`src/rtl/alu_sequencer_if.sv`:
```
// Command handshake and ALU operand bus shared by the sequencer and its host.
// The slave side is the sequencer; the master side is the host that issues
// commands together with the external combinational ALU that returns alu_result.
interface alu_sequencer_if #(
  parameter int DATA_W = 32,
  parameter int ADDR_W = 3
);
  localparam int CMD_W = 3 + 3 * ADDR_W;

  logic              cmd_valid;
  logic              cmd_ready;
  logic [CMD_W-1:0]  cmd;
  logic [DATA_W-1:0] alu_a;
  logic [DATA_W-1:0] alu_b;
  logic [3:0]        alu_op_code;
  logic [DATA_W-1:0] alu_result;

  modport master (
    output cmd_valid, cmd, alu_result,
    input  cmd_ready, alu_a, alu_b, alu_op_code
  );

  modport slave (
    input  cmd_valid, cmd, alu_result,
    output cmd_ready, alu_a, alu_b, alu_op_code
  );
endinterface

```
`src/rtl/alu_sequencer.sv`:
```
// Register-file controller for an external combinational ALU.
// Each command runs IDLE -> FETCH -> EXEC -> WB: operands are read in FETCH,
// the ALU result is captured at the end of EXEC and written back in WB.
// Optional feature macro: ALU_SEQ_FLAGS_EN adds zero_flag/neg_flag outputs.
module alu_sequencer #(
  parameter int DATA_W = 32,
  parameter int NREGS  = 8,
  parameter int ADDR_W = $clog2(NREGS)
) (
  input  logic              clk,
  input  logic              reset,
  alu_sequencer_if.slave    bus,
  input  logic              ld_en,
  input  logic [ADDR_W-1:0] ld_addr,
  input  logic [DATA_W-1:0] ld_data,
  input  logic [ADDR_W-1:0] rd_addr,
  output logic [DATA_W-1:0] rd_data,
  output logic [2:0]        op_code,
  output logic              busy,
  output logic              done,
  output logic [DATA_W-1:0] result
`ifdef ALU_SEQ_FLAGS_EN
  ,
  output logic              zero_flag,
  output logic              neg_flag
`endif
);
  localparam int CMD_W = 3 + 3 * ADDR_W;

  localparam logic [2:0] OP_NOT = 3'b100;
  localparam logic [2:0] OP_MOV = 3'b110;
  localparam logic [2:0] OP_NOP = 3'b111;

  typedef enum logic [1:0] {IDLE, FETCH, EXEC, WB} state_t;

  state_t            state_q, state_d;
  logic [DATA_W-1:0] regs_q [NREGS];
  logic [2:0]        op_q;
  logic [ADDR_W-1:0] srca_q, srcb_q, dst_q;
  logic [DATA_W-1:0] alu_a_q, alu_b_q, result_q;
  logic              cmd_ready_w;
  logic              accept_w;
  logic              wr_en_d;
  logic [ADDR_W-1:0] wr_addr_d;
  logic [DATA_W-1:0] wr_data_d;

  // A host load in IDLE takes priority over accepting a command.
  assign cmd_ready_w   = (state_q == IDLE) && !ld_en;
  assign accept_w      = bus.cmd_valid && cmd_ready_w;
  assign bus.cmd_ready = cmd_ready_w;

  assign bus.alu_a       = alu_a_q;
  assign bus.alu_b       = alu_b_q;
  assign bus.alu_op_code = {1'b0, op_q};
  assign op_code         = op_q;
  assign result          = result_q;
  assign busy            = (state_q != IDLE);
  assign done            = (state_q == WB);
  assign rd_data         = regs_q[rd_addr];

  // State register.
  always_ff @(posedge clk or posedge reset) begin
    if (reset) state_q <= IDLE;
    else       state_q <= state_d;
  end

  // Next-state logic: only leaving IDLE waits for an accepted command.
  always_comb begin
    state_d = state_q;
    case (state_q)
      IDLE:    if (accept_w) state_d = FETCH;
      FETCH:   state_d = EXEC;
      EXEC:    state_d = WB;
      WB:      state_d = IDLE;
      default: state_d = IDLE;
    endcase
  end

  // Register-file write port shared by host loads (IDLE) and writeback (WB).
  always_comb begin
    wr_en_d   = 1'b0;
    wr_addr_d = ld_addr;
    wr_data_d = ld_data;
    if (state_q == IDLE && ld_en) begin
      wr_en_d = 1'b1;
    end else if (state_q == WB && op_q != OP_NOP) begin
      wr_en_d   = 1'b1;
      wr_addr_d = dst_q;
      wr_data_d = result_q;
    end
  end

  // Register file; cleared by reset so a dropped command leaves no trace.
  always_ff @(posedge clk or posedge reset) begin
    if (reset) begin
      for (int i = 0; i < NREGS; i++) regs_q[i] <= '0;
    end else if (wr_en_d) begin
      regs_q[wr_addr_d] <= wr_data_d;
    end
  end

  // Command latch, operand fetch and result capture.
  always_ff @(posedge clk or posedge reset) begin
    if (reset) begin
      op_q     <= '0;
      srca_q   <= '0;
      srcb_q   <= '0;
      dst_q    <= '0;
      alu_a_q  <= '0;
      alu_b_q  <= '0;
      result_q <= '0;
    end else begin
      case (state_q)
        IDLE: if (accept_w) begin
          op_q   <= bus.cmd[CMD_W-1 -: 3];
          srca_q <= bus.cmd[3*ADDR_W-1 -: ADDR_W];
          srcb_q <= bus.cmd[2*ADDR_W-1 -: ADDR_W];
          dst_q  <= bus.cmd[ADDR_W-1:0];
        end
        FETCH: begin
          alu_a_q <= regs_q[srca_q];
          // Single-operand ops see a clean zero on B.
          alu_b_q <= (op_q == OP_NOT || op_q == OP_MOV) ? '0 : regs_q[srcb_q];
        end
        EXEC:    result_q <= bus.alu_result;
        default: ;
      endcase
    end
  end

`ifdef ALU_SEQ_FLAGS_EN
  // Status flags follow the value written back; NOP leaves them alone.
  always_ff @(posedge clk or posedge reset) begin
    if (reset) begin
      zero_flag <= 1'b0;
      neg_flag  <= 1'b0;
    end else if (state_q == WB && op_q != OP_NOP) begin
      zero_flag <= (result_q == '0);
      neg_flag  <= result_q[DATA_W-1];
    end
  end
`endif
endmodule

```
`src/flat_wrapper.sv`:
```
// flat-port wrapper written by rule: the top's interface ports become plain ports
module alu_sequencer_flat 
#(
  parameter int DATA_W = 32,
  parameter int NREGS  = 8,
  parameter int ADDR_W = $clog2(NREGS)
)
  (clk, reset, ld_en, ld_addr, ld_data, rd_addr, rd_data, op_code, busy, done, result, bus_cmd_valid, bus_cmd, bus_alu_result, bus_cmd_ready, bus_alu_a, bus_alu_b, bus_alu_op_code);
  alu_sequencer_if #(.DATA_W(DATA_W), .ADDR_W(ADDR_W)) bus_i ();
  input  logic clk;
  input  logic reset;
  input  logic ld_en;
  input  logic [ADDR_W-1:0] ld_addr;
  input  logic [DATA_W-1:0] ld_data;
  input  logic [ADDR_W-1:0] rd_addr;
  output logic [DATA_W-1:0] rd_data;
  output logic [2:0] op_code;
  output logic busy;
  output logic done;
  output logic [DATA_W-1:0] result;
  input wire logic [$bits(bus_i.cmd_valid)-1:0] bus_cmd_valid;
  input wire logic [$bits(bus_i.cmd)-1:0] bus_cmd;
  input wire logic [$bits(bus_i.alu_result)-1:0] bus_alu_result;
  output wire logic [$bits(bus_i.cmd_ready)-1:0] bus_cmd_ready;
  output wire logic [$bits(bus_i.alu_a)-1:0] bus_alu_a;
  output wire logic [$bits(bus_i.alu_b)-1:0] bus_alu_b;
  output wire logic [$bits(bus_i.alu_op_code)-1:0] bus_alu_op_code;
  assign bus_i.cmd_valid = bus_cmd_valid;
  assign bus_i.cmd = bus_cmd;
  assign bus_i.alu_result = bus_alu_result;
  assign bus_cmd_ready = bus_i.cmd_ready;
  assign bus_alu_a = bus_i.alu_a;
  assign bus_alu_b = bus_i.alu_b;
  assign bus_alu_op_code = bus_i.alu_op_code;
  alu_sequencer #(.DATA_W(DATA_W), .NREGS(NREGS), .ADDR_W(ADDR_W)) u_core (.clk(clk), .reset(reset), .bus(bus_i), .ld_en(ld_en), .ld_addr(ld_addr), .ld_data(ld_data), .rd_addr(rd_addr), .rd_data(rd_data), .op_code(op_code), .busy(busy), .done(done), .result(result));
endmodule
```
`config.mk`:
```
export PLATFORM = sky130hd
export DESIGN_NAME = alu_sequencer_flat
export DESIGN_NICKNAME = d
export VERILOG_FILES = /design/src/rtl/alu_sequencer_if.sv /design/src/rtl/alu_sequencer.sv /design/src/flat_wrapper.sv
export SDC_FILE = /design/constraint.sdc
export NUM_CORES = 1
export LEC_CHECK = 0
export CAP_MARGIN = 0
export CORE_ASPECT_RATIO = 1.4
export CORE_MARGIN = 2
export CORE_UTILIZATION = 40
export DETAILED_ROUTE_END_ITERATION = 16
export REMOVE_ABC_BUFFERS = 1
export SYNTH_ARGS = -nofsm -noshare
export SYNTH_HDL_FRONTEND = slang
export SYNTH_SLANG_ARGS = --single-unit
export TNS_END_PERCENT = 30
```
`constraint.sdc`:
```
create_clock -name clk -period 12.57 [get_ports clk]
set_clock_uncertainty 0.2 [all_clocks]
set_input_delay 1.257 -clock clk [delete_from_list [all_inputs] [get_ports clk]]
set_output_delay 1.257 -clock clk [all_outputs]
set_load 0.01 [all_outputs]
```
==> flow_summary_export.csv <==
group,metric,value,unit
grt,antenna_found_initial,0,
floorplanning,die_area,0.05059,mm2
clock_tree,cts-root-buf,"clkbuf_16",
timing,fmax,184.5,MHz
grt,grt_pass1_wl,81650,um
floorplanning,ios,224,
clock_tree,clk-insertion-delay-late,0.55,ns
grt,grt_pass1_vias,13207,
clock_tree,post_cts_buffers,0,
timing,rsz0062_at_grt,"false",
floorplanning,initial_core_util,0.4053,
floorplanning,core_area,0.04814,mm2
yosys,synth-seq-cells,366,
placement,gp_congestion,0.7350,
clock_tree,path_clk_slew,0.06,ns
timing,slew_violations,0,
timing,min_period,5.419,ns
timing,finalHoldViolations,0,
placement,port-buffer-count,222,
min_path,hp-class,"flip-flop to flip-flop",
clock_tree,cts_hold_buf,0,
final_layout,antennaDiodeCount,0,
grt,grt.overflow.total,0,
final_layout,final_common_cell,"dfrtp_1",
worst_setup_path,worst-path-buf-inv,3,
timing,slew_headroom,0.2969,
status,status,"finished clean",
worst_setup_path,crit_path_start_kind,"primary input",
placement,hpwl,30290,um
final_layout,final_cell_mix,"dfrtp_1 (361), mux2_2 (355), clkdlybuf4s50_1 (219)",
placement,pre_cts_ws,7.072,ns
worst_setup_path,cp_data_required_time,11.11,ns
worst_setup_path,cpMaxStageDelayCell,"buf_4",
timing,tns,0,ns
route,dr.pass1.iters,5,
power,ir_drop,0.1306,mV
yosys,avgSynthCellArea,15.42,um2
route,final_antenna_net_count,0,
job,cap_violations,0,
worst_setup_path,cp_max_fo,35,
yosys,syn_inst,1265,
final_layout,nets,1538,
floorplanning,fp-row-count,95,
yosys,netlist_top_cells_area,"dfrtp_1 (47%), mux4_2 (22%), mux2_2 (20%), mux2i_1 (1.7%), nand2_1 (1.3%)",
route,num_vias,12300,
worst_setup_path,cpMostUsedCell,"buf_4",
timing,fin_ws,7.151,ns
grt,grt_use_total,0.2147,
timing,final-setup-viol-count,0,
yosys,ys_types,32,
yosys,synth_largest_area_cell,"dfrtp_1",
worst_setup_path,critPathKind,"primary input to primary output",
yosys,yosysWarnings,0,
clock_tree,cts.sinks,366,
yosys,yosysSeqAreaShare,0.4694,
grt,grt_max_degree,169,
worst_setup_path,endpoint_kind,"primary output",
worst_setup_path,cp_data_arrival_time,3.96,ns
yosys,synth_top_area_share,0.4694,
clock_tree,postCtsResizedCells,0,
route,first_iter_violations,745,
final_layout,drive_gt1_frac,0.4408,
clock_tree,cts_tree,"yes",
route,drcViolationCount,0,
worst_setup_path,critical_path.top_delay_family,"buffers and inverters",
route,drt-total-wl,53080,um
power,p_leak,9.465,nW
floorplanning,die_x,190.7,um
floorplanning,die_h,265.3,um
timing,period_share,0.4311,
route,viasPerCell,5.838,
final_layout,syn_to_final_growth,21.10,%
clock_tree,clock_path_buffers,3,
power,p_per_area,283.3,mW/mm2
yosys,syn_area,0.01951,mm2
worst_setup_path,critPathMaxStageDelay,0.66,ns
timing,tightest_slew,1.055,ns
worst_setup_path,cp_cell_sequence,"buf_4 -> buf_4 -> mux4_2 -> mux2_2 -> clkdlybuf4s50_1",
clock_tree,cts_buffers,39,
clock_tree,htreeDepth,2,
route,avgRoutedWirePerCell,25.19,um
## metal layers
metal  GRT usage  wire length, um
met1      0.2836            21910
met2      0.3713            27660
met4     0.05280              935
met5           0                0
met3     0.03233             2574
## layout make-up
cell class,count,area (um2)
clock buffers,59,1101
clock inverters,12,173.9
fillers,4158,24510
inverters,7,33.78
multi-input cells,789,9968
flip-flops and latches,366,9175
well taps,630,788.3
repair buffers,244,2390
## kinds of logic after synthesis
kind of cell | share of synthesized area
and+or+nand+nor | 0.02578
adders and majority gates | 0.003206
other | 0.0001922
buffers and inverters | 0.02520
muxes | 0.4492
DFF | 0.4694
AOI/OAI and AO/OA | 0.02706
## path summary, 6_finish.rpt
path                                             startpoint                                to  slack (ns)  cells past startpoint
max reg2reg                   u_core.state_q[1]$_DFFE_PP0P_  u_core.bus.alu_b[21]$_DFFE_PP0N_        8.91                      7
max in group asynchronous                             reset      u_core.srcb_q[0]$_DFFE_PP0P_        8.77                      4
max                                              rd_addr[0]                       rd_data[21]        7.15                      5
min in group asynchronous                             reset  u_core.bus.alu_b[31]$_DFFE_PP0N_        1.05                      2
min                        u_core.bus.alu_b[31]$_DFFE_PP0N_  u_core.bus.alu_b[31]$_DFFE_PP0N_        0.27                      2
min reg2reg                u_core.bus.alu_b[31]$_DFFE_PP0N_  u_core.bus.alu_b[31]$_DFFE_PP0N_        0.27                      2
## power by group
| part | switching (mW) | leakage (nW) | internal (mW) |
|---|---|---|---|
| clock network | 0.485 | 0.620 | 0.690 |
| registers | 0.593 | 4.42 | 1.77 |
| logic | 1.27 | 4.42 | 1.89 |
| total | 2.35 | 9.47 | 4.35 |
## worst min-delay path, cell delays in order (launching register included)
cell	delay, ns
dfrtp_1	0.34
nand2_1	0.05
nand2_1	0.04
## registers in the layout, indices dropped and copies added (netlist names)
register and flops:
u_core.result 32, u_core.bus.alu_a 32, u_core.op_code 3, u_core.state_q 2
u_core.srca_q 3, u_core.srcb_q 3, u_core.bus.alu_b 32, u_core.dst_q 3
u_core.regs_q 256
## synthesized netlist by cell type (all sizes together)
master,number
conb,1
clkbuf,45
o31ai,1
o32ai,3
mux2i,33
nand2b,3
nor3b,1
ha,5
a22oi,32
a31oi,1
nand3,3
o41ai,3
nand4b,1
buf,58
nand2,69
inv,7
nand4,3
and4b,1
mux4,192
a21oi,32
and3,1
mux2,365
or3,1
nor2b,3
dfrtp,366
nor2,35
## through the flow
step                  util  instances  area, um2  power (mW)  hold WS, ns
finish              0.4909       2107      23630       6.696       0.2680
floorplan                -       1162      19050       4.396       0.2869
detailed placement  0.4644       2036      22360       5.574       0.2590
global placement    0.4644       2036      22360       5.499       0.2569
CTS                 0.4909       2107      23630       6.776       0.2742
global route        0.4909       2107      23630       7.106       0.2991
(Power assumes the default switching activity.)
